<file path="config.mk">
export PLATFORM = sky130hd
export DESIGN_NAME = reg_bank_sequencer
export DESIGN_NICKNAME = d
export VERILOG_FILES = /design/src/rtl/reg_seq_pkg.sv /design/src/rtl/addr_onehot_dec.sv /design/src/rtl/reg_bank_sequencer.sv
export SDC_FILE = /design/constraint.sdc
export NUM_CORES = 1
export LEC_CHECK = 0
export CORE_UTILIZATION = 35
export CTS_BUF_LIST = sky130_fd_sc_hd__clkbuf_2
export CTS_CLUSTER_DIAMETER = 100
export DETAILED_ROUTE_END_ITERATION = 16
export PLACE_DENSITY = 0.61
export SETUP_SLACK_MARGIN = 0.3
export SLEW_MARGIN = 20
export SYNTH_ARGS = -nofsm -noshare
export SYNTH_HDL_FRONTEND = slang
export SYNTH_SLANG_ARGS = --single-unit
</file>
<file path="constraint.sdc">
create_clock -name clk -period 2.15 [get_ports clk]
set_input_delay 0.43 -clock clk [delete_from_list [all_inputs] [get_ports clk]]
set_output_delay 0.43 -clock clk [all_outputs]
set_load 0.05 [all_outputs]
</file>
<file path="src/rtl/reg_seq_pkg.sv">
// Shared opcode and FSM state definitions for the register-bank command sequencer.
package reg_seq_pkg;

  localparam logic [1:0] OP_LOAD = 2'b00;
  localparam logic [1:0] OP_MOV  = 2'b01;
  localparam logic [1:0] OP_ADD  = 2'b10;
  localparam logic [1:0] OP_CLR  = 2'b11;

  typedef enum logic [1:0] {
    IDLE  = 2'd0,
    RD_A  = 2'd1,
    RD_B  = 2'd2,
    WRITE = 2'd3
  } state_t;

endpackage

</file>
<file path="src/rtl/addr_onehot_dec.sv">
// Address to one-hot decoder with enable; all zeros when disabled.
module addr_onehot_dec #(
  parameter int AW    = 2,
  parameter int NREGS = 4
) (
  input  logic [AW-1:0]    addr,
  input  logic             en,
  output logic [NREGS-1:0] onehot
);

  always_comb begin
    onehot = '0;
    if (en) onehot[addr] = 1'b1;
  end

endmodule

</file>
<file path="src/rtl/reg_bank_sequencer.sv">
// Sequences LOAD/MOV/ADD/CLR commands into a register bank through one shared read port
// and a one-hot registered write strobe.
module reg_bank_sequencer
  import reg_seq_pkg::*;
#(
  parameter int W     = 4,
  parameter int NREGS = 4,
  parameter int AW    = 2
) (
  input  logic             clk,
  input  logic             rst,
  input  logic             cmd_valid,
  output logic             cmd_ready,
  input  logic [1:0]       cmd_op,
  input  logic [AW-1:0]    cmd_rd,
  input  logic [AW-1:0]    cmd_rs,
  input  logic [AW-1:0]    cmd_rt,
  input  logic [W-1:0]     cmd_imm,
  output logic [AW-1:0]    rd_addr,
  input  logic [W-1:0]     rd_data,
  output logic [NREGS-1:0] wr_en,
  output logic [W-1:0]     wr_data,
  output logic             done,
  output logic             carry,
  output logic             busy
);

  state_t           state;
  logic [1:0]       op_q;
  logic [AW-1:0]    rd_q;
  logic [AW-1:0]    rt_q;
  logic [W-1:0]     op_a;

  logic             go_write;
  logic             clr_next;
  logic [AW-1:0]    wr_addr;
  logic [NREGS-1:0] dec_onehot;
  logic [W:0]       sum;

  assign cmd_ready = (state == IDLE);
  assign busy      = (state != IDLE);

  // Write-cycle outputs are registered, so they are computed on the edge that enters WRITE;
  // operand B is therefore summed straight from the read port instead of a holding register.
  always_comb begin
    go_write = 1'b0;
    clr_next = 1'b0;
    wr_addr  = rd_q;
    sum      = {1'b0, op_a} + {1'b0, rd_data};
    case (state)
      IDLE: begin
        wr_addr  = cmd_rd;
        go_write = cmd_valid && (cmd_op == OP_LOAD || cmd_op == OP_CLR);
        clr_next = cmd_valid && (cmd_op == OP_CLR);
      end
      RD_A:    go_write = (op_q == OP_MOV);
      RD_B:    go_write = 1'b1;
      default: go_write = 1'b0;
    endcase
  end

  addr_onehot_dec #(
    .AW    (AW),
    .NREGS (NREGS)
  ) u_dec (
    .addr   (wr_addr),
    .en     (go_write),
    .onehot (dec_onehot)
  );

  always_ff @(posedge clk or posedge rst) begin
    if (rst) begin
      state   <= IDLE;
      op_q    <= OP_LOAD;
      rd_q    <= '0;
      rt_q    <= '0;
      op_a    <= '0;
      rd_addr <= '0;
      wr_en   <= '0;
      wr_data <= '0;
      done    <= 1'b0;
      carry   <= 1'b0;
    end else begin
      wr_en <= clr_next ? '1 : dec_onehot;
      done  <= go_write;
      case (state)
        IDLE: begin
          if (cmd_valid) begin
            op_q <= cmd_op;
            rd_q <= cmd_rd;
            rt_q <= cmd_rt;
            case (cmd_op)
              OP_LOAD: begin
                wr_data <= cmd_imm;
                state   <= WRITE;
              end
              OP_CLR: begin
                wr_data <= '0;
                carry   <= 1'b0;
                state   <= WRITE;
              end
              default: begin
                rd_addr <= cmd_rs;
                state   <= RD_A;
              end
            endcase
          end
        end
        RD_A: begin
          op_a <= rd_data;
          if (op_q == OP_MOV) begin
            wr_data <= rd_data;
            state   <= WRITE;
          end else begin
            rd_addr <= rt_q;
            state   <= RD_B;
          end
        end
        RD_B: begin
          {carry, wr_data} <= sum;
          state            <= WRITE;
        end
        default: state <= IDLE;
      endcase
    end
  end

endmodule

</file>
* Word level (Yosys, flattened, before mapping)
Index checks and enable logic that the tools add are counted.
** Cells by class
- Eq/ne operators :: 10
- Add/sub/neg operators :: 1
- Order comparisons :: 2
- Multiplexer cells :: 22
- Reductions and logical operators :: 15
** Operators by type and width (number)
- 4-bit 2-to-1 mux :: 4
- 2-bit 2-to-1 mux :: 6
- 4-bit case mux with 3 select lines :: 1
- 2-bit != test (second input constant) :: 4
- 4-bit case mux with 2 select lines :: 1
- 4-bit AND reduction :: 2
- 2-bit case mux with 3 select lines :: 1
- 2-bit nonzero test :: 3
- 4-bit by 4-bit adder with 5-bit output :: 1
- 1-bit 2-to-1 mux :: 5
- 2-bit by 1-bit == test with 1-bit output (second input constant) :: 2
- 2-bit == test (second input constant) :: 2
- 2-bit zero test :: 2
- 2-bit case mux with 2 select lines :: 1
- 1-bit logical AND :: 3
- 2-bit by 3-bit < comparator with 1-bit output (second input constant) :: 1
- 3-bit by 1-bit != test with 1-bit output (second input constant) :: 1
- 1-bit case mux with 3 select lines :: 1
- 3-bit AND reduction :: 1
- 3-bit nonzero test :: 1
- 1-bit demux with 2-bit select :: 1
- 2-bit by 1-bit greater-or-equal comparator with 1-bit output (second input constant) :: 1
- 2-bit by 1-bit != test with 1-bit output (second input constant) :: 1
- 1-bit case mux with 2 select lines :: 1
- other kinds (3) :: 3
** Word-level totals
- Bits of input ports :: 19
- Logic and storage cells :: 60
- Output and inout port bits :: 14
- Register bits :: 24

* Logic depth before layout (Yosys ltp)
- Depth after elaboration :: 8
- Mapped depth :: 7
- Depth with buffers taken out :: 7

* By module
From an unflattened synthesis, not the netlist that was laid out.
** Unflattened totals
- Cells, all modules :: 131
- Area, all modules :: 1416.4 µm²
** By module, submodules not included
- reg_bank_sequencer :: cells each 127, times used 1, sequential area each 600.6 µm², area an instance 1378.8 µm²
- addr_onehot_dec :: cells each 4, times used 1, sequential area each 0.0 µm², area an instance 37.5 µm²

* Worst setup path after synthesis
No wires, ideal clock.
- Path type :: reg2out
- Start :: register state[0]
- End :: output busy
- Stages on the path, launching flop included :: 5
- Data required time :: 1.720 ns
- Data arrival time :: 1.592 ns
- Path buffers :: 1
- Setup slack :: 0.128 ns
- Cell sequence :: dfrtp_1 > inv_1 > ha_1 > buf_2 > inv_1
** Between the ends
- Word-level cells in the longest chain between the ends :: 1
** Ends and longest elaborated chain
- start, declared :: RTL line reg_bank_sequencer.sv:28 : state_t state;
- start signal, assigned :: RTL line reg_bank_sequencer.sv:73 : state <= IDLE;
- start signal, assigned :: RTL line reg_bank_sequencer.sv:95 : state <= WRITE;
- start signal, assigned :: RTL line reg_bank_sequencer.sv:100 : state <= WRITE;
- 2-bit nonzero test :: RTL line reg_bank_sequencer.sv:41 : assign busy = (state != IDLE);
- end, declared :: RTL line reg_bank_sequencer.sv:25 : output logic busy
No other way between the ends.

* Worst setup path in the final report
- Start :: input rd_data[0]
- End :: register carry
** Between the ends
- Word-level cells in the longest chain between the ends :: 2
** Ends and longest elaborated chain
- start, declared :: RTL line reg_bank_sequencer.sv:20 : input logic [W-1:0] rd_data,
- 4-bit by 4-bit adder with 5-bit output :: RTL line reg_bank_sequencer.sv:49 : sum = {1'b0, op_a} + {1'b0, rd_data};
- 1-bit case mux with 2 select lines :: RTL line reg_bank_sequencer.sv:86 : case (state)
- end signal, assigned :: RTL line reg_bank_sequencer.sv:120 : {carry, wr_data} <= sum;
- end, declared :: RTL line reg_bank_sequencer.sv:24 : output logic carry,
No other way between the ends.
A chain may end at the register's enable or synchronous reset.

==> flow_summary.json <==
{
  "htree_levels": 1,
  "die_y_um": 64.1,
  "clockRootBuffer": "clkbuf_2",
  "synth.area.top_cells": "dfrtp_1 45%, ha_1 9.3%, mux2_2 9.2%, inv_1 3.9%, o21ai_0 3.3%",
  "final.setup_skew_ns": 0.00304,
  "start_util": 0.366,
  "initialDrtViolationCount": 26,
  "dominantRegCellSynth": "dfrtp_1",
  "core_area_um2": 3690,
  "ys_ff_latch": 24,
  "grtUsageTotal": 0.158,
  "dp_slack_ns": -0.116,
  "cts-buffers-inserted": 3,
  "min_period_over_period": 0.828,
  "relSlewSlack": 0.669,
  "cts.sinks": 24,
  "ys_warn_count": 0,
  "path_class": "in2reg",
  "min_period_ns": 1.78,
  "p_leak_nw": 0.853,
  "fin_total_pwr_mw": 3.09,
  "cpMaxStageDelayCell": "clkdlybuf4s50_1",
  "drive_above_1_share": 0.221,
  "ant_nets": 0,
  "syn-cell-area_um2": 1350,
  "rows": 22,
  "synth_top_area_cell": "dfrtp_1",
  "io_pins": 33,
  "power.density_nw_per_um2": 1650,
  "vias_per_cell": 4.83,
  "area_growth_syn_to_layout_pct": 38.6,
  "critical_path.max_fanout": 3,
  "synth_cell_types": 37,
  "cts_tree": "done",
  "syn_nets": 158,
  "cp_slowest_stage_delay_ns": 0.51,
  "outcome": "finished, final reports clean",
  "synthTopCellsByCount": "24 x dfrtp_1, 14 x inv_1, 11 x mux2_2",
  "routabilityCongestion": 0.765,
  "holdCritPathClass": "in2async",
  "grt_antenna_before_repair": 0,
  "ir_drop_uv": 601,
  "n_fill_cell": 361,
  "dieWidth_um": 64.1,
  "drt_wl_total_um": 2800,
  "final.setup.tns_ns": 0,
  "critPathRequiredTime_ns": 2.46,
  "worst-path-buf-inv": 2,
  "clk_pin_slew_worst_paths_ns": 0.23,
  "n_antenna_cell": 0,
  "grt_pass1_wl_um": 5020,
  "fin_nets": 203,
  "avgSynthCellArea_um2": 10.5,
  "insertion_delay_ns": 0.35,
  "grt_remaining_overflow": 0,
  "setup.worst_path.start_class": "input port",
  "fmax_mhz": 562,
  "clockBufferDepth": 2,
  "hold_violations": 0,
  "syn_inst": 128,
  "grt_pass1_vias": 1156,
  "cap_violations": 0,
  "synth_top_cell_area_share": 0.445,
  "grt_max_degree": 25,
  "die_area_um2": 4110,
  "synth_edf_count": 0,
  "setup_viol": 0,
  "cp_cell_sequence": "clkdlybuf4s50_1 -> ha_2 -> inv_1 -> fa_2 -> nor2b_1 -> o21ai_0 -> a221o_1 -> nand2_1",
  "utilization": 0.507,
  "cp-end-kind": "flip-flop",
  "drc": 0,
  "portBuffers": 32,
  "vias": 1062,
  "place_hpwl_um": 2120,
  "layout_setup_ws_ns": 0.370,
  "reg2reg_slack_ns": 0.44,
  "path_delay_family": "buffers and inverters",
  "crit_arrival_ns": 2.09,
  "slew_viol_final": 0,
  "ys_seq_area_frac": 0.445,
  "yosysMostFrequentCell": "dfrtp_1",
  "whs_ns": 0.386,
  "dr.pass1.iters": 4,
  "rsz0062_at_grt": "true",
  "async_flop_share": 1.00,
  "routedWlPerCell_um": 12.7,
  "tightestPinTransition_ns": 0.498
}
cells in the final DEF (no fill, tap or decap), types with 2 or more instances in the layout:
cell type        instances
o21ai_1                  2
o21ai_0                  8
mux2i_1                  2
clkdlybuf4s50_1         18
nor2b_1                  2
nor2_1                   4
nor3b_1                  2
nand2_1                 10
mux2_2                  11
dlygate4sd2_1           12
ha_4                     2
o31ai_1                  5
dfrtp_1                 23
ha_1                     6
clkbuf_2                 3
inv_1                   13
o211ai_1                 2
buf_4                   12
ha_2                     2
nand2b_1                 2
a21oi_1                  7
worst min-delay path: stages:
cell and delay [ns]:
clkdlybuf4s50_1 0.40, inv_1 0.05, buf_4 0.29
routing by layer:
layer	GRT usage	part of all wire
met1	0.193	0.47
met2	0.277	0.49
met3	0.0232	0.026
met4	0.0625	0.016
met5	0	0
where the power goes:
group | switching [mW] | total (mW) | internal [mW]
clock network | 0.143 | 0.303 | 0.160
registers | 0.102 | 0.780 | 0.678
logic | 1.17 | 2.01 | 0.842
worst paths after layout:
kind | start | endpoint | depth (start not counted)
max | rd_data[0] | carry$_DFFE_PP0P_ | 8
max in group asynchronous | rst | state[0]$_DFFE_PP0N_ | 3
min in group clk | op_q[1]$_DFFE_PP0P_ | op_q[1]$_DFFE_PP0P_ | 2
min | rst | wr_en[1]$_DFF_PP0_ | 3
max reg2reg | state[0]$_DFFE_PP0N_ | rd_addr[0]$_DFFE_PP0P_ | 6
min reg2reg | op_q[1]$_DFFE_PP0P_ | op_q[1]$_DFFE_PP0P_ | 2
kinds of logic (layout without fill, tap and decap cells):
| kind of cell | Yosys count | after routing | synth area share |
|---|---|---|---|
| AOI/OAI and AO/OA | 33 | 33 | 0.162 |
| xor gates and xnor gates | 1 | 1 | 0.00649 |
| adders and majority gates | 11 | 11 | 0.108 |
| buffers and inverters | 17 | 61 | 0.0492 |
| DFF | 24 | 24 | 0.445 |
| muxes | 14 | 14 | 0.118 |
| and+or+nand+nor | 28 | 28 | 0.111 |
final cells by class:
class | count | area [um2] | share of cell area
Multi-Input combinational cell | 87 | 714 | 0.382
Sequential cell | 24 | 602 | 0.322
Timing Repair Buffer | 43 | 395 | 0.212
Tap cell | 48 | 60.1 | 0.0321
Inverter | 14 | 52.6 | 0.0281
Clock inverter | 1 | 30.0 | 0.0161
Clock buffer | 3 | 15.0 | 0.00803
flip-flops by register name, summed over array words and instances (netlist names):
name     cells
carry        1
done         1
op_a         4
op_q         2
rd_addr      2
rd_q         2
rt_q         2
state        2
wr_data      4
wr_en        4
metrics by stage:
stage	cells	instance area, um2
floorplan	128	1350
detailed placement	211	1770
global placement	211	1770
CTS	218	1840
finish	220	1870
global route	220	1870
what timing repair did:
action                                  4_1_cts  5_1_grt
endpoints found under the setup margin       21       10
gates resized for setup                      15        6
pin swaps                                     0        1
hold buffers                                  0        0
setup buffers                                 3        2
Power figures use the tool's default switching activity.
